File: config.mk
export PLATFORM = sky130hd
export DESIGN_NAME = nios_system_leds_out
export DESIGN_NICKNAME = d
export VERILOG_FILES = /design/src/rtl/nios_system_leds_pkg.sv /design/src/rtl/nios_system_blink_timer.sv /design/src/rtl/nios_system_leds_out.sv
export SDC_FILE = /design/constraint.sdc
export NUM_CORES = 1
export LEC_CHECK = 0
export ABC_AREA = 1
export ABC_CLOCK_PERIOD_IN_PS = 2830
export CORE_UTILIZATION = 53
export CTS_CLUSTER_DIAMETER = 150
export DETAILED_ROUTE_END_ITERATION = 12
export PLACE_DENSITY = 0.8
export RECOVER_POWER = 50
export SLEW_MARGIN = 20
export SYNTH_ARGS = -nofsm -noshare
export SYNTH_HDL_FRONTEND = slang
export SYNTH_SLANG_ARGS = --single-unit
File: constraint.sdc
create_clock -name clk -period 2.83 [get_ports clk]
set_clock_uncertainty 0.15 [all_clocks]
set_input_delay 0.849 -clock clk [delete_from_list [all_inputs] [get_ports clk]]
set_output_delay 0.849 -clock clk [all_outputs]
set_load 0.1 [all_outputs]
File: src/rtl/nios_system_leds_pkg.sv
// ============================================================================
// Module      : nios_system_leds_pkg
// Description : Register map word addresses for the LED output port.
// Revision    : 1.0 - initial release
// ============================================================================
`default_nettype none

package nios_system_leds_pkg;

    localparam logic [2:0] ADDR_DATA     = 3'd0;
    localparam logic [2:0] ADDR_BLINK_EN = 3'd1;
    localparam logic [2:0] ADDR_PERIOD   = 3'd2;
    localparam logic [2:0] ADDR_STATUS   = 3'd3;
    localparam logic [2:0] ADDR_OUTSET   = 3'd4;
    localparam logic [2:0] ADDR_OUTCLEAR = 3'd5;

endpackage : nios_system_leds_pkg

`default_nettype wire

File: src/rtl/nios_system_blink_timer.sv
// ============================================================================
// Module      : nios_system_blink_timer
// Description : Half-period counter and blink phase flop; idle when period=0.
// Revision    : 1.0 - initial release
// ============================================================================
`default_nettype none

module nios_system_blink_timer #(
    parameter int DIV_W = 24
) (
    input  logic             clk,
    input  logic             reset,
    input  logic [DIV_W-1:0] period,
    input  logic             load,
    output logic             phase
);

    logic [DIV_W-1:0] r_cnt;
    logic             r_phase;
    logic             w_terminal;

    assign w_terminal = (r_cnt == (period - DIV_W'(1)));

    // A period load restarts the half-period even if it lands on terminal count.
    always_ff @(posedge clk) begin
        if (reset || load || (period == '0)) begin
            r_cnt   <= '0;
            r_phase <= 1'b0;
        end else if (w_terminal) begin
            r_cnt   <= '0;
            r_phase <= ~r_phase;
        end else begin
            r_cnt   <= r_cnt + DIV_W'(1);
        end
    end

    assign phase = r_phase;

endmodule : nios_system_blink_timer

`default_nettype wire

File: src/rtl/nios_system_leds_out.sv
// ============================================================================
// Module      : nios_system_leds_out
// Description : Avalon-MM LED output port with set/clear aliases and blink.
// Revision    : 1.0 - initial release
// ============================================================================
`default_nettype none

module nios_system_leds_out
    import nios_system_leds_pkg::*;
#(
    parameter int                    DATA_WIDTH  = 8,
    parameter logic [DATA_WIDTH-1:0] RESET_VALUE = '0,
    parameter int                    DIV_W       = 24
) (
    input  logic                  clk,
    input  logic                  reset,
    input  logic [2:0]            address,
    input  logic                  chipselect,
    input  logic                  write_n,
    input  logic [31:0]           writedata,
    output logic [31:0]           readdata,
    output logic [DATA_WIDTH-1:0] out_port
);

    logic [DATA_WIDTH-1:0] r_data;
    logic [DATA_WIDTH-1:0] r_blink_en;
    logic [DIV_W-1:0]      r_period;
    logic [31:0]           r_readdata;
    logic [DATA_WIDTH-1:0] r_out;

    logic                  w_write;
    logic                  w_load;
    logic                  w_phase;
    logic [DATA_WIDTH-1:0] w_wdata;
    logic [31:0]           w_rdata;
    logic                  w_unused_ok;

    assign w_write     = chipselect & ~write_n;
    assign w_load      = w_write && (address == ADDR_PERIOD);
    assign w_wdata     = writedata[DATA_WIDTH-1:0];
    assign w_unused_ok = &{1'b0, writedata};

    always_ff @(posedge clk) begin
        if (reset) begin
            r_data     <= RESET_VALUE;
            r_blink_en <= '0;
            r_period   <= '0;
        end else if (w_write) begin
            case (address)
                ADDR_DATA:     r_data     <= w_wdata;
                ADDR_BLINK_EN: r_blink_en <= w_wdata;
                ADDR_PERIOD:   r_period   <= writedata[DIV_W-1:0];
                ADDR_OUTSET:   r_data     <= r_data | w_wdata;
                ADDR_OUTCLEAR: r_data     <= r_data & ~w_wdata;
                default:       ;
            endcase
        end
    end

    nios_system_blink_timer #(
        .DIV_W (DIV_W)
    ) u_blink_timer (
        .clk    (clk),
        .reset  (reset),
        .period (r_period),
        .load   (w_load),
        .phase  (w_phase)
    );

    always_comb begin
        w_rdata = '0;
        case (address)
            ADDR_DATA:     w_rdata[DATA_WIDTH-1:0] = r_data;
            ADDR_BLINK_EN: w_rdata[DATA_WIDTH-1:0] = r_blink_en;
            ADDR_PERIOD:   w_rdata[DIV_W-1:0]      = r_period;
            ADDR_STATUS:   w_rdata[0]              = w_phase;
            default:       w_rdata                 = '0;
        endcase
    end

    // Blinking bits are forced off during the high phase; DATA=0 bits stay off.
    always_ff @(posedge clk) begin
        if (reset) begin
            r_readdata <= '0;
            r_out      <= RESET_VALUE;
        end else begin
            r_readdata <= w_rdata;
            r_out      <= r_data & ~(r_blink_en & {DATA_WIDTH{w_phase}});
        end
    end

    assign readdata = r_readdata;
    assign out_port = r_out;

endmodule : nios_system_leds_out

`default_nettype wire

==> results of run 1 <==
final timing paths:
kind / startpoint / to / slack [ns] / cells after the start
max: reset / r_period[5] / 0.21 / 5
min: r_data[1] / out_port[1] / 0.32 / 2
max reg2reg: r_period[0] / u_blink_timer.r_cnt[8] / 0.28 / 12
min reg2reg: r_data[1] / out_port[1] / 0.32 / 2
report_power, final:
| group | internal, µW | total (µW) | leakage, µW | switching, µW |
|---|---|---|---|---|
| Sequential | 1380 | 1410 | 0.000783 | 21.7 |
| Clock | 365 | 890 | 0.0000953 | 525 |
| Combinational | 141 | 412 | 0.00163 | 271 |
| Total | 1890 | 2710 | 0.00250 | 818 |
stage by stage:
stage / power, µW / area, µm²
2_1_floorplan: 1741 / 4728
4_1_cts: 2727 / 5525
5_1_grt: 2826 / 5439
6_report: 2708 / 5439
3_5_place_dp: 1845 / 5325
3_3_place_gp: 1835 / 5325
sequential cells by signal (all words and copies together), names as in the netlist:
name	count
r_period	24
readdata	24
u_blink_timer.r_cnt	24
out_port	8
r_blink_en	8
r_data	8
u_blink_timer.phase	1
area by class of cell:
type / count / area share
inverters: 85 / 0.05866
repair buffers: 71 / 0.09823
multi-input cells: 476 / 0.4251
flip-flops and latches: 97 / 0.3570
clock inverters: 6 / 0.01150
well taps: 105 / 0.02415
clock buffers: 10 / 0.02530
logic make-up after synthesis:
group | share of synthesized area
buf+inv | 0.1008
simple gates | 0.3023
fa+ha+maj | 0.005321
xor+xnor | 0.07078
other cells | 0.0007975
compound gates | 0.1070
flops | 0.4130
routing by layer:
| layer | track usage | up-vias |
|---|---|---|
| met5 | 0 | - |
| met4 | 0.08955 | 0 |
| met3 | 0.05213 | 19 |
| met2 | 0.4350 | 138 |
| met1 | 0.3367 | 2047 |
| li1 | - | 2237 |
placed cells by master (no fill, tap or decap), types with 2 or more instances in the layout:
cell | synthesis | final
inv_1 | 84 | 84
a22oi_1 | 5 | 5
a21oi_1 | 39 | 39
o21ai_0 | 42 | 42
buf_4 | 8 | 6
and2_1 | 2 | 2
nand3_1 | 37 | 37
conb_1 | 1 | 8
xnor2_1 | 16 | 16
xor2_1 | 22 | 22
nor3_2 | 3 | 3
clkbuf_8 | 0 | 10
nor2_1 | 110 | 110
ha_1 | 2 | 2
clkbuf_2 | 0 | 33
nor2_4 | 2 | 2
nand4_1 | 14 | 14
clkinvlp_4 | 0 | 2
dfxtp_1 | 97 | 97
inv_8 | 0 | 2
nand2_1 | 151 | 151
clkdlybuf4s50_1 | 0 | 29
nand3b_1 | 2 | 2
or2_2 | 2 | 2
nor3_1 | 2 | 2
nor2_2 | 7 | 7
worst reg2reg max path, delay by kind of cell, from the launching register on:
| family | cells | cell delay, ns |
|---|---|---|
| compound gates | 1 | 0.20 |
| xor+xnor | 1 | 0.17 |
| fa+ha+maj | 1 | 0.29 |
| buf+inv | 2 | 0.32 |
| flops | 1 | 0.36 |
| simple gates | 7 | 0.96 |
==> flow_metrics.tcl, run 1 <==
set metrics [dict create \
    clockRootBuffer "clkbuf_8" \
    leakage_uw 0.002505 \
    finalSetupViolations 0 \
    post_cts_resized 0 \
    totalWireLength_um 11160 \
    ys.flop_type "dfxtp_1" \
    port_buffers 62 \
    ys_seq_area_frac 0.4130 \
    drive_gt1_frac 0.09799 \
    grt_overflow 0 \
    tns_ns 0 \
    netlist_instances 676 \
    fin_crit_sh 0.9249 \
    ant_nets 0 \
    multi_input_area_um2 2312 \
    dp_cells 834 \
    grt_pass1_wl_um 18620 \
    rsz0062_at_grt "no" \
    yosys_warnings 0 \
    worstPathRequired_ns 2.97 \
    synth_area_um2 4702 \
    drc 0 \
    fp.dieW_um 96.19 \
    cts_tree "yes" \
    syn_area_per_cell_um2 6.956 \
    initial_core_util 0.5610 \
    arrival_ns 2.76 \
    max_freq_ghz 0.3820 \
    critPathBufInv 3 \
    fill_cells 767 \
    synth-edff-count 0 \
    hold_class "reg -> reg" \
    cts_hold_buf 0 \
    highest_layer "met4" \
    syn_to_final_growth_pct 15.67 \
    antenna_found_initial 0 \
    stdcell_count 850 \
    peakVddDrop_mv 0.2926 \
    drt_pass1_iterations 5 \
    cp_max_fo 43 \
    maxCapViolCount 0 \
    clk_path_buf_depth 2 \
    routedWlPerCell_um 13.13 \
    cp_cell_sequence "dlygate4sd3_1, inv_1, clkbuf_2, o21ai_0, a21oi_1" \
    synth_area_leaders "dfxtp_1, nand2_1, nor2_1" \
    clock_latency_ns 0.37 \
    grt_usage 0.2618 \
    drtIter0Drc 277 \
    fin_util 0.6489 \
    worstSetupStartpointType "input port" \
    critPathTopFamily "buffers and inverters" \
    fp.dieH_um 96.19 \
    seq_area_um2 1942 \
    synth_seq_cells 97 \
    cts-buffers-inserted 9 \
    finalHoldViolations 0 \
    yosys.area.top_type_share 0.4130 \
    grt_max_degree 49 \
    yosysMostFrequentCell "nand2_1" \
    fin_hold_ws_ns 0.3153 \
    worst_slew_pin_slew_ns 0.7190 \
    report.final.slew_viol_count 0 \
    vias 4441 \
    die-area_um2 9253 \
    p_per_area_nw_per_um2 497.8 \
    netlist_top_cells_count "nand2_1, nor2_1, dfxtp_1, inv_1, o21ai_0" \
    coreArea_um2 8382 \
    min_period_ns 2.618 \
    h-tree-depth 3 \
    crit_path_end_kind "register" \
    grt_pass1_vias 4061 \
    dr_wl_met2_um 5385 \
    ys_types 35 \
    rows 33 \
    nNetsFinal 781 \
    clk_pin_slew_ns 0.11 \
    diodes 0 \
    cts_sinks 97 \
    worst_slack_ns 0.2125 \
    io-pin-count 79 \
    async_reset_ff_frac 0 \
    place.gp.congestion 0.9018 \
    cp_slowest_cell "clkbuf_2" \
    synth_top_area_cell "dfxtp_1" \
    place_ws_ns 0.1691 \
    vias_per_cell 5.225 \
    wl_met3_um 666 \
    cpPeakStageDelay_ns 0.64 \
    worstSetupPathType "in -> reg" \
    wl_met1_um 4944 \
    relSlewSlack 0.5207 \
    post_cts_buffers 0 \
    place_hpwl_um 8429 \
    outcome "finished, final reports clean" \
]
No activity file was read; power rests on OpenSTA's default activity.
==> inputs of run 2 (changes only) <==
--- a/config.mk
+++ b/config.mk
@@ -10,9 +10,8 @@
 export CORE_UTILIZATION = 53
 export CTS_CLUSTER_DIAMETER = 150
 export DETAILED_ROUTE_END_ITERATION = 12
-export PLACE_DENSITY = 0.8
+export PLACE_DENSITY = 0.88
 export RECOVER_POWER = 50
-export SLEW_MARGIN = 20
 export SYNTH_ARGS = -nofsm -noshare
 export SYNTH_HDL_FRONTEND = slang
 export SYNTH_SLANG_ARGS = --single-unit
==> flow_metrics.tcl, run 2 (synthesized netlist as in run 1, its figures left out) <==
set metrics [dict create \
    outcome "finished, final reports clean" \
    cts-buffers-inserted 9 \
    rsz0062_at_grt "no" \
    grt_pass1_vias 4330 \
    min_period_ns 2.554 \
    worstSetupPathType "reg -> reg" \
    ant_nets 0 \
    whs_path_depth 1 \
    rows 33 \
    arrival_ns 2.66 \
    worstSetupStartpointType "register" \
    post_cts_buffers 0 \
    grt_usage 0.2604 \
    routedWlPerCell_um 13.19 \
    die-area_um2 9253 \
    drc 0 \
    fp.dieW_um 96.19 \
    port_buffers 62 \
    finalHoldViolations 0 \
    syn_to_final_growth_pct 15.81 \
    finalSetupViolations 0 \
    worstPathRequired_ns 2.94 \
    io-pin-count 79 \
    coreArea_um2 8382 \
    report.final.slew_viol_count 0 \
    place_hpwl_um 8549 \
    worst_slew_pin_slew_ns 1.095 \
    cts_hold_buf 0 \
    hold_class "reg -> reg" \
    clk_pin_slew_ns 0.10 \
    tns_ns 0 \
    h-tree-depth 3 \
    totalWireLength_um 11230 \
    antenna_found_initial 0 \
    peakVddDrop_mv 0.3389 \
    fin_util 0.6496 \
    drt_pass1_iterations 5 \
    drive_gt1_frac 0.09772 \
    vias_per_cell 5.289 \
    clk_path_buf_depth 2 \
    clockRootBuffer "clkbuf_8" \
    grt_overflow 0 \
    layout_common_cells "nand2_1, nor2_1, dfxtp_1, inv_1, o21ai_0" \
    grt_pass1_wl_um 18840 \
    fp.dieH_um 96.19 \
    max_freq_ghz 0.3915 \
    clock_latency_ns 0.37 \
    leakage_uw 0.002518 \
    mostFrequentLayoutCell "nand2_1" \
    initial_core_util 0.5610 \
    cts_tree "yes" \
    post_cts_resized 0 \
    fin_crit_sh 0.9026 \
    place.gp.congestion 0.9204 \
    nNetsFinal 783 \
    cp_max_fo 24 \
    maxCapViolCount 0 \
    r2r_cells 12 \
    vias 4506 \
    drtIter0Drc 276 \
    relSlewSlack 0.2702 \
    diodes 0 \
    p_per_area_nw_per_um2 501.8 \
    crit_path_end_kind "register" \
    cts_sinks 97 \
    grt_max_degree 49 \
]
-- run 2: final cells by class --
type	count	area [µm²]
fillers	720	2937
multi-input cells	476	2307
flip-flops and latches	97	1942
repair buffers	73	548.0
inverters	85	319.1
clock buffers	11	151.4
well taps	105	131.4
clock inverters	5	46.29
-- run 2: layer usage --
metal | track usage | share of wire
met4 | 0.08955 | 0.015
met2 | 0.4622 | 0.50
met1 | 0.3103 | 0.42
met3 | 0.05213 | 0.069
met5 | 0 | 0
-- run 2: worst max-delay path, cell delays in order (launching register included) --
cell and delay (ns):
dfxtp_1 0.35, inv_1 0.13, ha_1 0.27, nand2_1 0.13, nor2_2 0.22, nand3_2 0.18
xor2_1 0.19, nand2_1 0.08, nor2_1 0.10, nand3_1 0.19, o21ai_4 0.21, buf_12 0.18
a21oi_1 0.06
-- run 2: final timing paths --
path	startpoint	end	slack, ns
worst max-delay path	r_period[0]	u_blink_timer.r_cnt[5]	0.28
worst min-delay path	r_blink_en[2]	out_port[2]	0.30
worst max register to register	r_period[0]	u_blink_timer.r_cnt[5]	0.28
worst min register to register	r_blink_en[2]	out_port[2]	0.30
-- run 2: per-stage QoR --
step                std cells  area (µm²)  setup slack, ns  hold WS [ns]  total power, µW
floorplan                 683        4728           0.6487        0.2716             1741
global placement          836        5340           0.2505        0.2962             1837
detailed placement        836        5340           0.2200        0.2948             1852
CTS                       852        5538           0.2947        0.3046             2737
global route              852        5445          0.08359        0.3216             2841
finish                    852        5445           0.2756        0.3031             2732
-- run 2: report_power, final --
group	leakage, µW	switching (µW)	internal (µW)
clock network	0.000102	523	384
registers	0.000783	21.3	1380
logic	0.00163	278	142
total	0.00252	822	1910
